--- src/rtl/hc138_sel_ctrl_if.sv ---
// Request/select bundle between the peripheral-request logic and the hc138 chip-select scheduler.
// The master modport is the requester side; the slave modport is the scheduler.
interface hc138_sel_ctrl_if;
    logic [7:0] req;
    logic [2:0] addr;
    logic [2:0] enable;
    logic [7:0] gnt;
    logic       busy;
    logic       timeout;

    modport master (
        output req,
        input  addr,
        input  enable,
        input  gnt,
        input  busy,
        input  timeout
    );

    modport slave (
        input  req,
        output addr,
        output enable,
        output gnt,
        output busy,
        output timeout
    );
endinterface

--- src/rtl/hc138_sel_ctrl.sv ---
// Round-robin chip-select scheduler for a shared 74HC138 decoder: IDLE -> SETUP -> ACTIVE -> GAP.
// Optional grant timeout is compiled in with the HC138_SEL_TIMEOUT_EN macro.
module hc138_sel_ctrl #(
    parameter int GAP_CYCLES = 2,
    parameter int HOLD_MAX   = 16
) (
    input  logic           clk,
    input  logic           rst_n,
    hc138_sel_ctrl_if.slave bus
);
    localparam logic [2:0] EN_ON    = 3'b100;
    localparam logic [2:0] EN_OFF   = 3'b011;
    localparam logic [3:0] GAP_LOAD = 4'(GAP_CYCLES - 1);

    typedef enum logic [1:0] {
        ST_IDLE   = 2'd0,
        ST_SETUP  = 2'd1,
        ST_ACTIVE = 2'd2,
        ST_GAP    = 2'd3
    } state_t;

    state_t     r_state;
    logic [2:0] r_addr;
    logic [2:0] r_last;
    logic [2:0] r_enable;
    logic [7:0] r_gnt;
    logic       r_busy;
    logic [3:0] r_gap_cnt;

    logic [2:0] w_winner;
    logic       w_req_any;
    logic       w_req_sel;
    logic       w_hold_expired;

`ifdef HC138_SEL_TIMEOUT_EN
    localparam logic [7:0] HOLD_LAST = 8'(HOLD_MAX - 1);
    logic [7:0] r_hold_cnt;
    logic       r_timeout;
`endif

    // First set request strictly after the last winner, wrapping 7 -> 0.
    function automatic logic [2:0] rr_pick(input logic [7:0] req, input logic [2:0] last);
        logic [2:0] idx;
        logic [2:0] win;
        logic       found;
        win   = last;
        found = 1'b0;
        for (int k = 1; k <= 8; k++) begin
            idx = last + 3'(k);
            if (!found && req[idx]) begin
                win   = idx;
                found = 1'b1;
            end else begin
                win   = win;
                found = found;
            end
        end
        return win;
    endfunction

    // Arbitration result and release conditions for the current selection
    always_comb begin
        w_winner  = rr_pick(bus.req, r_last);
        w_req_any = |bus.req;
        w_req_sel = bus.req[r_addr];
`ifdef HC138_SEL_TIMEOUT_EN
        w_hold_expired = (r_hold_cnt == HOLD_LAST);
`else
        w_hold_expired = 1'b0;
`endif
    end

    // Selection sequencer; every decoder-facing output is registered here
    always_ff @(posedge clk or negedge rst_n) begin
        if (!rst_n) begin
            r_state   <= ST_IDLE;
            r_addr    <= 3'd0;
            r_last    <= 3'd7;
            r_enable  <= EN_OFF;
            r_gnt     <= 8'h00;
            r_busy    <= 1'b0;
            r_gap_cnt <= 4'd0;
`ifdef HC138_SEL_TIMEOUT_EN
            r_hold_cnt <= 8'd0;
            r_timeout  <= 1'b0;
`endif
        end else begin
`ifdef HC138_SEL_TIMEOUT_EN
            r_timeout <= 1'b0;
`endif
            case (r_state)
                ST_IDLE: begin
                    // addr moves only here, so it is settled a full cycle before enable rises
                    if (w_req_any) begin
                        r_addr  <= w_winner;
                        r_last  <= w_winner;
                        r_busy  <= 1'b1;
                        r_state <= ST_SETUP;
                    end else begin
                        r_state <= ST_IDLE;
                    end
                end
                ST_SETUP: begin
                    r_enable <= EN_ON;
                    r_gnt    <= 8'h01 << r_addr;
                    r_state  <= ST_ACTIVE;
`ifdef HC138_SEL_TIMEOUT_EN
                    r_hold_cnt <= 8'd0;
`endif
                end
                ST_ACTIVE: begin
                    if (!w_req_sel || w_hold_expired) begin
                        r_enable  <= EN_OFF;
                        r_gnt     <= 8'h00;
                        r_gap_cnt <= GAP_LOAD;
                        r_state   <= ST_GAP;
`ifdef HC138_SEL_TIMEOUT_EN
                        r_timeout <= w_req_sel;
`endif
                    end else begin
                        r_state <= ST_ACTIVE;
`ifdef HC138_SEL_TIMEOUT_EN
                        r_hold_cnt <= r_hold_cnt + 8'd1;
`endif
                    end
                end
                ST_GAP: begin
                    if (r_gap_cnt == 4'd0) begin
                        r_busy  <= 1'b0;
                        r_state <= ST_IDLE;
                    end else begin
                        r_gap_cnt <= r_gap_cnt - 4'd1;
                    end
                end
                default: begin
                    r_state  <= ST_IDLE;
                    r_enable <= EN_OFF;
                    r_gnt    <= 8'h00;
                    r_busy   <= 1'b0;
                end
            endcase
        end
    end

    assign bus.addr   = r_addr;
    assign bus.enable = r_enable;
    assign bus.gnt    = r_gnt;
    assign bus.busy   = r_busy;
`ifdef HC138_SEL_TIMEOUT_EN
    assign bus.timeout = r_timeout;
`else
    assign bus.timeout = 1'b0;
`endif

    hc138_sel_ctrl_chk #(
        .GAP_CYCLES (GAP_CYCLES),
        .HOLD_MAX   (HOLD_MAX)
    ) u_chk (
        .clk     (clk),
        .rst_n   (rst_n),
        .addr    (bus.addr),
        .enable  (bus.enable),
        .gnt     (bus.gnt),
        .busy    (bus.busy),
        .timeout (bus.timeout)
    );
endmodule

// Output invariants of the scheduler: legal enable codes, one-hot grant tied to addr,
// addr frozen while the decoder is enabled, single-cycle timeout pulse.
module hc138_sel_ctrl_chk #(
    parameter int GAP_CYCLES = 2,
    parameter int HOLD_MAX   = 16
) (
    input logic       clk,
    input logic       rst_n,
    input logic [2:0] addr,
    input logic [2:0] enable,
    input logic [7:0] gnt,
    input logic       busy,
    input logic       timeout
);
    localparam logic [2:0] EN_ON  = 3'b100;
    localparam logic [2:0] EN_OFF = 3'b011;

    a_param_range: assert property (@(posedge clk)
        (GAP_CYCLES >= 1) && (GAP_CYCLES <= 15) && (HOLD_MAX >= 1) && (HOLD_MAX <= 255));

    a_enable_code: assert property (@(posedge clk) disable iff (!rst_n)
        (enable == EN_ON) || (enable == EN_OFF));

    a_gnt_matches: assert property (@(posedge clk) disable iff (!rst_n)
        (enable == EN_ON) ? (gnt == (8'h01 << addr)) : (gnt == 8'h00));

    a_busy_on_grant: assert property (@(posedge clk) disable iff (!rst_n)
        (enable == EN_ON) |-> busy);

    a_addr_frozen: assert property (@(posedge clk) disable iff (!rst_n)
        (enable == EN_ON) |=> ((enable != EN_ON) || $stable(addr)));

    a_timeout_pulse: assert property (@(posedge clk) disable iff (!rst_n)
        timeout |=> !timeout);
endmodule
--- src/flat_wrapper.sv ---
// flat-port wrapper written by rule: the top's interface ports become plain ports
module hc138_sel_ctrl_flat 
#(
    parameter int GAP_CYCLES = 2,
    parameter int HOLD_MAX   = 16
)
  (clk, rst_n, bus_req, bus_addr, bus_enable, bus_gnt, bus_busy, bus_timeout);
  hc138_sel_ctrl_if bus_i ();
  input  logic clk;
  input  logic rst_n;
  input wire logic [$bits(bus_i.req)-1:0] bus_req;
  output wire logic [$bits(bus_i.addr)-1:0] bus_addr;
  output wire logic [$bits(bus_i.enable)-1:0] bus_enable;
  output wire logic [$bits(bus_i.gnt)-1:0] bus_gnt;
  output wire logic [$bits(bus_i.busy)-1:0] bus_busy;
  output wire logic [$bits(bus_i.timeout)-1:0] bus_timeout;
  assign bus_i.req = bus_req;
  assign bus_addr = bus_i.addr;
  assign bus_enable = bus_i.enable;
  assign bus_gnt = bus_i.gnt;
  assign bus_busy = bus_i.busy;
  assign bus_timeout = bus_i.timeout;
  hc138_sel_ctrl #(.GAP_CYCLES(GAP_CYCLES), .HOLD_MAX(HOLD_MAX)) u_core (.clk(clk), .rst_n(rst_n), .bus(bus_i));
endmodule
--- config.mk ---
export PLATFORM = sky130hd
export DESIGN_NAME = hc138_sel_ctrl_flat
export DESIGN_NICKNAME = d
export VERILOG_FILES = /design/src/rtl/hc138_sel_ctrl_if.sv /design/src/rtl/hc138_sel_ctrl.sv /design/src/flat_wrapper.sv
export SDC_FILE = /design/constraint.sdc
export NUM_CORES = 1
export LEC_CHECK = 0
export ABC_AREA = 1
export BUFFER_PORTS_ARGS = -buffer_cell sky130_fd_sc_hd__buf_2
export CAP_MARGIN = 5
export CORE_MARGIN = 5
export CORE_UTILIZATION = 52
export CTS_BUF_LIST = sky130_fd_sc_hd__clkbuf_16
export DETAILED_ROUTE_END_ITERATION = 8
export PLACE_DENSITY_LB_ADDON = 0.3
export SYNTH_ARGS = -nofsm -noshare
export SYNTH_HDL_FRONTEND = slang
export SYNTH_SLANG_ARGS = --single-unit
--- constraint.sdc ---
create_clock -name clk -period 2.15 [get_ports clk]
set_input_delay 0.43 -clock clk [delete_from_list [all_inputs] [get_ports clk]]
set_output_delay 0.43 -clock clk [all_outputs]
set_load 0.03 [all_outputs]
; ---- Word-level counts from Yosys, hierarchy flattened
; Cells that the tools add are included.
; Widths: inputs -> output; s select.
[word_totals]
output_inout_bits = 16
register_bits = 24
inputBits = 10
wordCells = 103
[classes]
addsub = 8
eq_ne = 7
n_lt_le_gt_ge = 9
n_mux = 47
shifts = 1
n_reduce_logical = 24
[op_table]
columns = operator, count
row1 = $lt 3x4->1 const B, 9
row2 = $bmux 1 s3, 9
row3 = $mux 3, 9
row4 = $mux 1, 20
row5 = $pmux 8 s2, 1
row6 = $add 3x3->3 const B, 4
row7 = $mux 4, 2
row8 = $mux 8, 1
row9 = $pmux 2 s4, 1
row10 = $pmux 4 s2, 1
row11 = $reduce_or 8->1, 1
row12 = $shl 1x3->8 const A, 1
row13 = $logic_and 1x1->1, 7
row14 = $logic_not 1->1, 7
row15 = $add 3x2->3 const B, 2
row16 = $pmux 3 s2, 1
row17 = $reduce_and 3->1, 2
row18 = $reduce_bool 2->1, 3
row19 = $eq 2x2->1 const B, 2
row20 = $logic_not 4->1, 1
row21 = $ne 2x1->1 const B, 2
row22 = $ne 2x2->1 const B, 2
row23 = $reduce_and 2->1, 2
row24 = $sub 4x1->4 const B, 1
row25 = 5 further kinds, 5

; ---- Longest topological paths before layout
[logic_depth]
ltp_word = 25
depth_mapped = 19
mapped_depth_nobuf = 17

; ---- Least setup slack after synthesis
; OpenSTA, ideal clock, no wires.
[synth_path]
path_kind = flip-flop to flip-flop
from = register u_core.r_last[1]
to = register u_core.r_addr[1] (netlist: u_core.bus.addr[1])
period_less_slack_ns = 2.261
slack_ns = -0.111
setup_ns = 0.118
n_path_buf = 2
required_ns = 2.032
path_stages_with_launch = 19
t_arrival_ns = 2.143
cell_sequence = dfstp_2 buf_4 inv_2 ha_1 buf_2 inv_2 nand3_1 nand3_2 nand2_2 clkinv_2 nand3_4 nor2_4 nand4_2 nand2_1 inv_1 nand2_1 nand2_1 nand2_1 nand2_1
[synth_between]
elab_chain_len = 25
elab_cells_between_ends = 52
classes_between = 7 x add/sub / 31 x mux / 14 x reduce/logical
[synth_rtl]
columns = element, line_no
row1 = start: declaration, hc138_sel_ctrl.sv:24  ; logic [2:0] r_last;
row2 = start signal: assignment, hc138_sel_ctrl.sv:96  ; r_last <= w_winner;
row3 = $add 3x1->3, hc138_sel_ctrl.sv:49  ; idx = last + 3'(k);
row4 = $bmux 1 s3, hc138_sel_ctrl.sv:50  ; if (!found && req[idx]) begin
row5 = $mux 1 (not written as such), hc138_sel_ctrl.sv:50
row6 = $mux 1, hc138_sel_ctrl.sv:50
row7 = $logic_not 1->1, hc138_sel_ctrl.sv:50
row8 = $logic_and 1x1->1, hc138_sel_ctrl.sv:50
row9 = $mux 1, hc138_sel_ctrl.sv:50
row10 = $logic_not 1->1, hc138_sel_ctrl.sv:50
row11 = [... 9 more ...], --
row12 = $logic_and 1x1->1, hc138_sel_ctrl.sv:50
row13 = $mux 1, hc138_sel_ctrl.sv:50
row14 = $logic_not 1->1, hc138_sel_ctrl.sv:50
row15 = $logic_and 1x1->1, hc138_sel_ctrl.sv:50
row16 = $mux 1, hc138_sel_ctrl.sv:50
row17 = $logic_not 1->1, hc138_sel_ctrl.sv:50
row18 = $logic_and 1x1->1, hc138_sel_ctrl.sv:50
row19 = $mux 3 (*), hc138_sel_ctrl.sv:50
row20 = end signal: assignment, hc138_sel_ctrl.sv:95  ; r_addr <= w_winner;
row21 = end: declaration, hc138_sel_ctrl.sv:23  ; logic [2:0] r_addr;
; Every way passes the cells marked *; elsewhere a longest branch is shown, timed or not. The select of a mux whose other input is x is not followed.
; A chain may end at the register's enable or synchronous reset.

; ---- Final worst setup path
[layout_path]
from = register u_core.r_last[1]
to = register u_core.r_last[2]
[layout_between]
elab_chain_len = 25
elab_cells_between_ends = 52
classes_between = 7 x add/sub / 31 x mux / 14 x reduce/logical
[layout_rtl]
columns = element, line_no
row1 = $add 3x1->3, hc138_sel_ctrl.sv:49
row2 = $bmux 1 s3, hc138_sel_ctrl.sv:50
row3 = $mux 1 (not written as such), hc138_sel_ctrl.sv:50
row4 = $mux 1, hc138_sel_ctrl.sv:50
row5 = $logic_not 1->1, hc138_sel_ctrl.sv:50
row6 = $logic_and 1x1->1, hc138_sel_ctrl.sv:50
row7 = $mux 1, hc138_sel_ctrl.sv:50
row8 = $logic_not 1->1, hc138_sel_ctrl.sv:50
row9 = [... 9 more ...], --
row10 = $logic_and 1x1->1, hc138_sel_ctrl.sv:50
row11 = $mux 1, hc138_sel_ctrl.sv:50
row12 = $logic_not 1->1, hc138_sel_ctrl.sv:50
row13 = $logic_and 1x1->1, hc138_sel_ctrl.sv:50
row14 = $mux 1, hc138_sel_ctrl.sv:50
row15 = $logic_not 1->1, hc138_sel_ctrl.sv:50
row16 = $logic_and 1x1->1, hc138_sel_ctrl.sv:50
row17 = $mux 3 (*), hc138_sel_ctrl.sv:50
; Marks and branches as above.

==> results.txt <==
Status -> finished clean
Skew final -> 0.00315 ns
Crit path time final -> 2.14 ns
Seq/Total Area, Yosys -> 30.7%
CTS Sinks -> 23
Routing usage on met3 -> 5.04%
R2r worst-path depth -> 15
Row count -> 22
Number of port buffers -> 24
Slew HR -> 66.2%
Drt wl/cell -> 12.7 µm
Initial core utilization -> 52.9%
Post-DP HPWL -> 3530 µm
Total CTS buffers -> 3
Fmax -> 468 MHz
Met2 Track Usage GR -> 29.9%
Layout cells sized above 1 -> 27.5%
Reg2reg setup slack -> 0.01 ns
Final Hold Vio Count -> 0
Cell area after synthesis -> 0.00189 mm²
Final WS setup -> 0.0118 ns
Placer Congestion -> 0.980
Total number of yosys warnings -> 0
Top-area cell type share of the netlist area -> 25.1%
Post-synthesis to final-layout area growth -> 19.0%
Vias/cell -> 5.25
Maxcap violations -> 0
Storage cell area -> 581 µm²
Post-Syn Instances -> 280
Global-route met1 utilization -> 24.8%
CP startpoint -> u_core.r_last[1]
Tot GR Track Use -> 19.1%
Largest net degree at the start of global routing -> 24
Clock transition at path regs -> 0.06 ns
Nets@finish -> 328
RR Endpoint -> u_core.r_last[2]
Worst-skew pair later-pin latency -> 0.26 ns
# hold bufs at CTS -> 0
Final Max Slew Viols -> 0
First-pass GRT wire length -> 7690 µm
Die H -> 70.3 µm
Critical path arrival -> 2.34 ns
Drt total wl -> 4530 µm
Max FO, Critical Path -> 6
Pre-CTS WS -> -0.00562 ns
DR iter-0 viols -> 157
Critical path class -> reg -> reg
Count of different cell masters after synthesis -> 36
Grt peak-use layer -> met2
CTS tree -> done
Async set-reset flop share out of synthesis -> 100%
RSZ-0062 raised after global routing -> yes
Antenna violations before repair -> 0
Synth Register Bits -> 23
Via count -> 1875
IO Pins -> 26
Fin crit share -> 99.5%
Syn nets -> 298
Final Util -> 62.9%
Cell taking the most area after synthesis -> dfrtp_1
Crit path capture type -> register
Worst Hold Class -> in -> async
Footprint of the multi-input gates -> 0.00118 mm²
Average size of a mapped cell -> 6.76 µm²
Post-synth top cells -> nand2_1, nand3_1, inv_1
RR Startpoint -> u_core.r_last[1]
Top_reg_cell synth -> dfrtp_1
Global route overflow -> 0
Drt pass-1 iters -> 4
Die area -> 0.00494 mm²
Worst setup SP type -> register
Post-route ant nets -> 0
Htree depth -> 1
Vias in the first global route -> 1712
Req. time, crit path -> 2.35 ns
Die X-Extent -> 70.3 µm
DRC -> 0
Root Driver -> clkbuf_16
Fill count -> 322
Post-synth EDFFs -> 0
Most frequent cell after synthesis -> nand2_1
Setup violators final -> 0
Diodes inserted -> 0
Core area -> 0.00358 mm²
Worst-margin pin slew -> 0.506 ns
Main area contributors after synthesis -> dfrtp_1, nand2_1, nand3_1
Clock Path Buffers -> 2
[area by class of cell]
class                      instances  area share [%]
timing repair buffer              34            8.67
multi-input combinational        210            52.3
tap                               48            2.67
clock inverter                     1           0.222
sequential                        23            25.8
clock buffer                       3            3.33
inverter                          38            7.00
[logic make-up (layout without fill, tap and decap cells)]
group           after synthesis  after routing  synth area share, %
xor+xnor                      2              2                 1.32
flops                        23             23                 30.7
fa+ha+maj                     8              8                 5.29
other cells                   1              1                0.198
compound gates               26             26                 8.66
simple gates                173            173                 43.1
buf+inv                      47             76                 10.8
[metrics by stage]
stage / hold WS (ns) / cells / TNS (ns) / area (µm²)
finish: 0.136 / 357 / 0 / 2250
global route: 0.174 / 357 / -0.750 / 2250
CTS: 0.151 / 356 / 0 / 2220
detailed placement: 0.425 / 350 / -0.00876 / 2130
global placement: 0.420 / 350 / 0 / 2130
floorplan: 0.134 / 280 / 0 / 1970
[critical path: stages (launching register included)]
cell and delay (ns):
dfstp_2 0.58, inv_6 0.04, ha_4 0.28, inv_6 0.09, nand3_2 0.08, nand2_2 0.08
nand2_1 0.06, nand2_2 0.12, nand3_4 0.09, nor2_4 0.13, nand3_2 0.11, o21ai_2 0.13
inv_1 0.05, nand2_1 0.06, nand3_2 0.09, nand2_1 0.08
[layer usage]
metal	vias up	wire [µm]
li1	958	-
met3	10	331
met5	-	0
met2	70	2100
met1	837	2000
met4	0	97
[cell usage in the layout, fill, tap and decap left out, types with 2 or more instances in the layout]
| master | Yosys | routed |
|---|---|---|
| a21oi_1 | 3 | 3 |
| a22oi_1 | 4 | 4 |
| buf_2 | 3 | 24 |
| buf_4 | 4 | 10 |
| clkbuf_16 | 0 | 3 |
| dfrtp_1 | 19 | 19 |
| dfstp_2 | 4 | 4 |
| ha_1 | 8 | 7 |
| inv_1 | 30 | 29 |
| inv_2 | 6 | 5 |
| inv_6 | 0 | 2 |
| nand2_1 | 101 | 97 |
| nand2_2 | 7 | 10 |
| nand3_1 | 39 | 31 |
| nand3_2 | 6 | 14 |
| nand4_1 | 4 | 4 |
| nor2_1 | 7 | 7 |
| nor2_2 | 2 | 2 |
| o21ai_0 | 10 | 8 |
| o21ai_1 | 4 | 5 |
| or2_1 | 2 | 2 |
[what timing repair did]
item                                    CTS  global route
setup buffers                             2             1
pin swaps                                 1             5
resized for setup                         0             8
endpoints found under the setup margin    2             7
[worst max-delay path by stage]
stage	to	slack (ns)	cells after the start
after floorplan	u_core.bus.addr[1]	0.001	18
after global placement	u_core.bus.addr[2]	0.01	14
after detailed placement	u_core.bus.addr[2]	-0.006	14
after CTS	u_core.bus.addr[2]	0.009	15
after global routing	u_core.r_last[2]	-0.15	14
final	u_core.r_last[2]	0.01	15
[flip-flops by register name (all words and copies together) (netlist names)]
register,cells
u_core.bus.enable,2
u_core.r_gap_cnt,4
u_core.bus.addr,3
u_core.r_last,3
u_core.bus.busy,1
u_core.bus.gnt,8
u_core.r_state,2
Power is left out: the tool's default activity adds up to more than one toggle a clock period on the data nets, which glitch-free logic cannot reach.
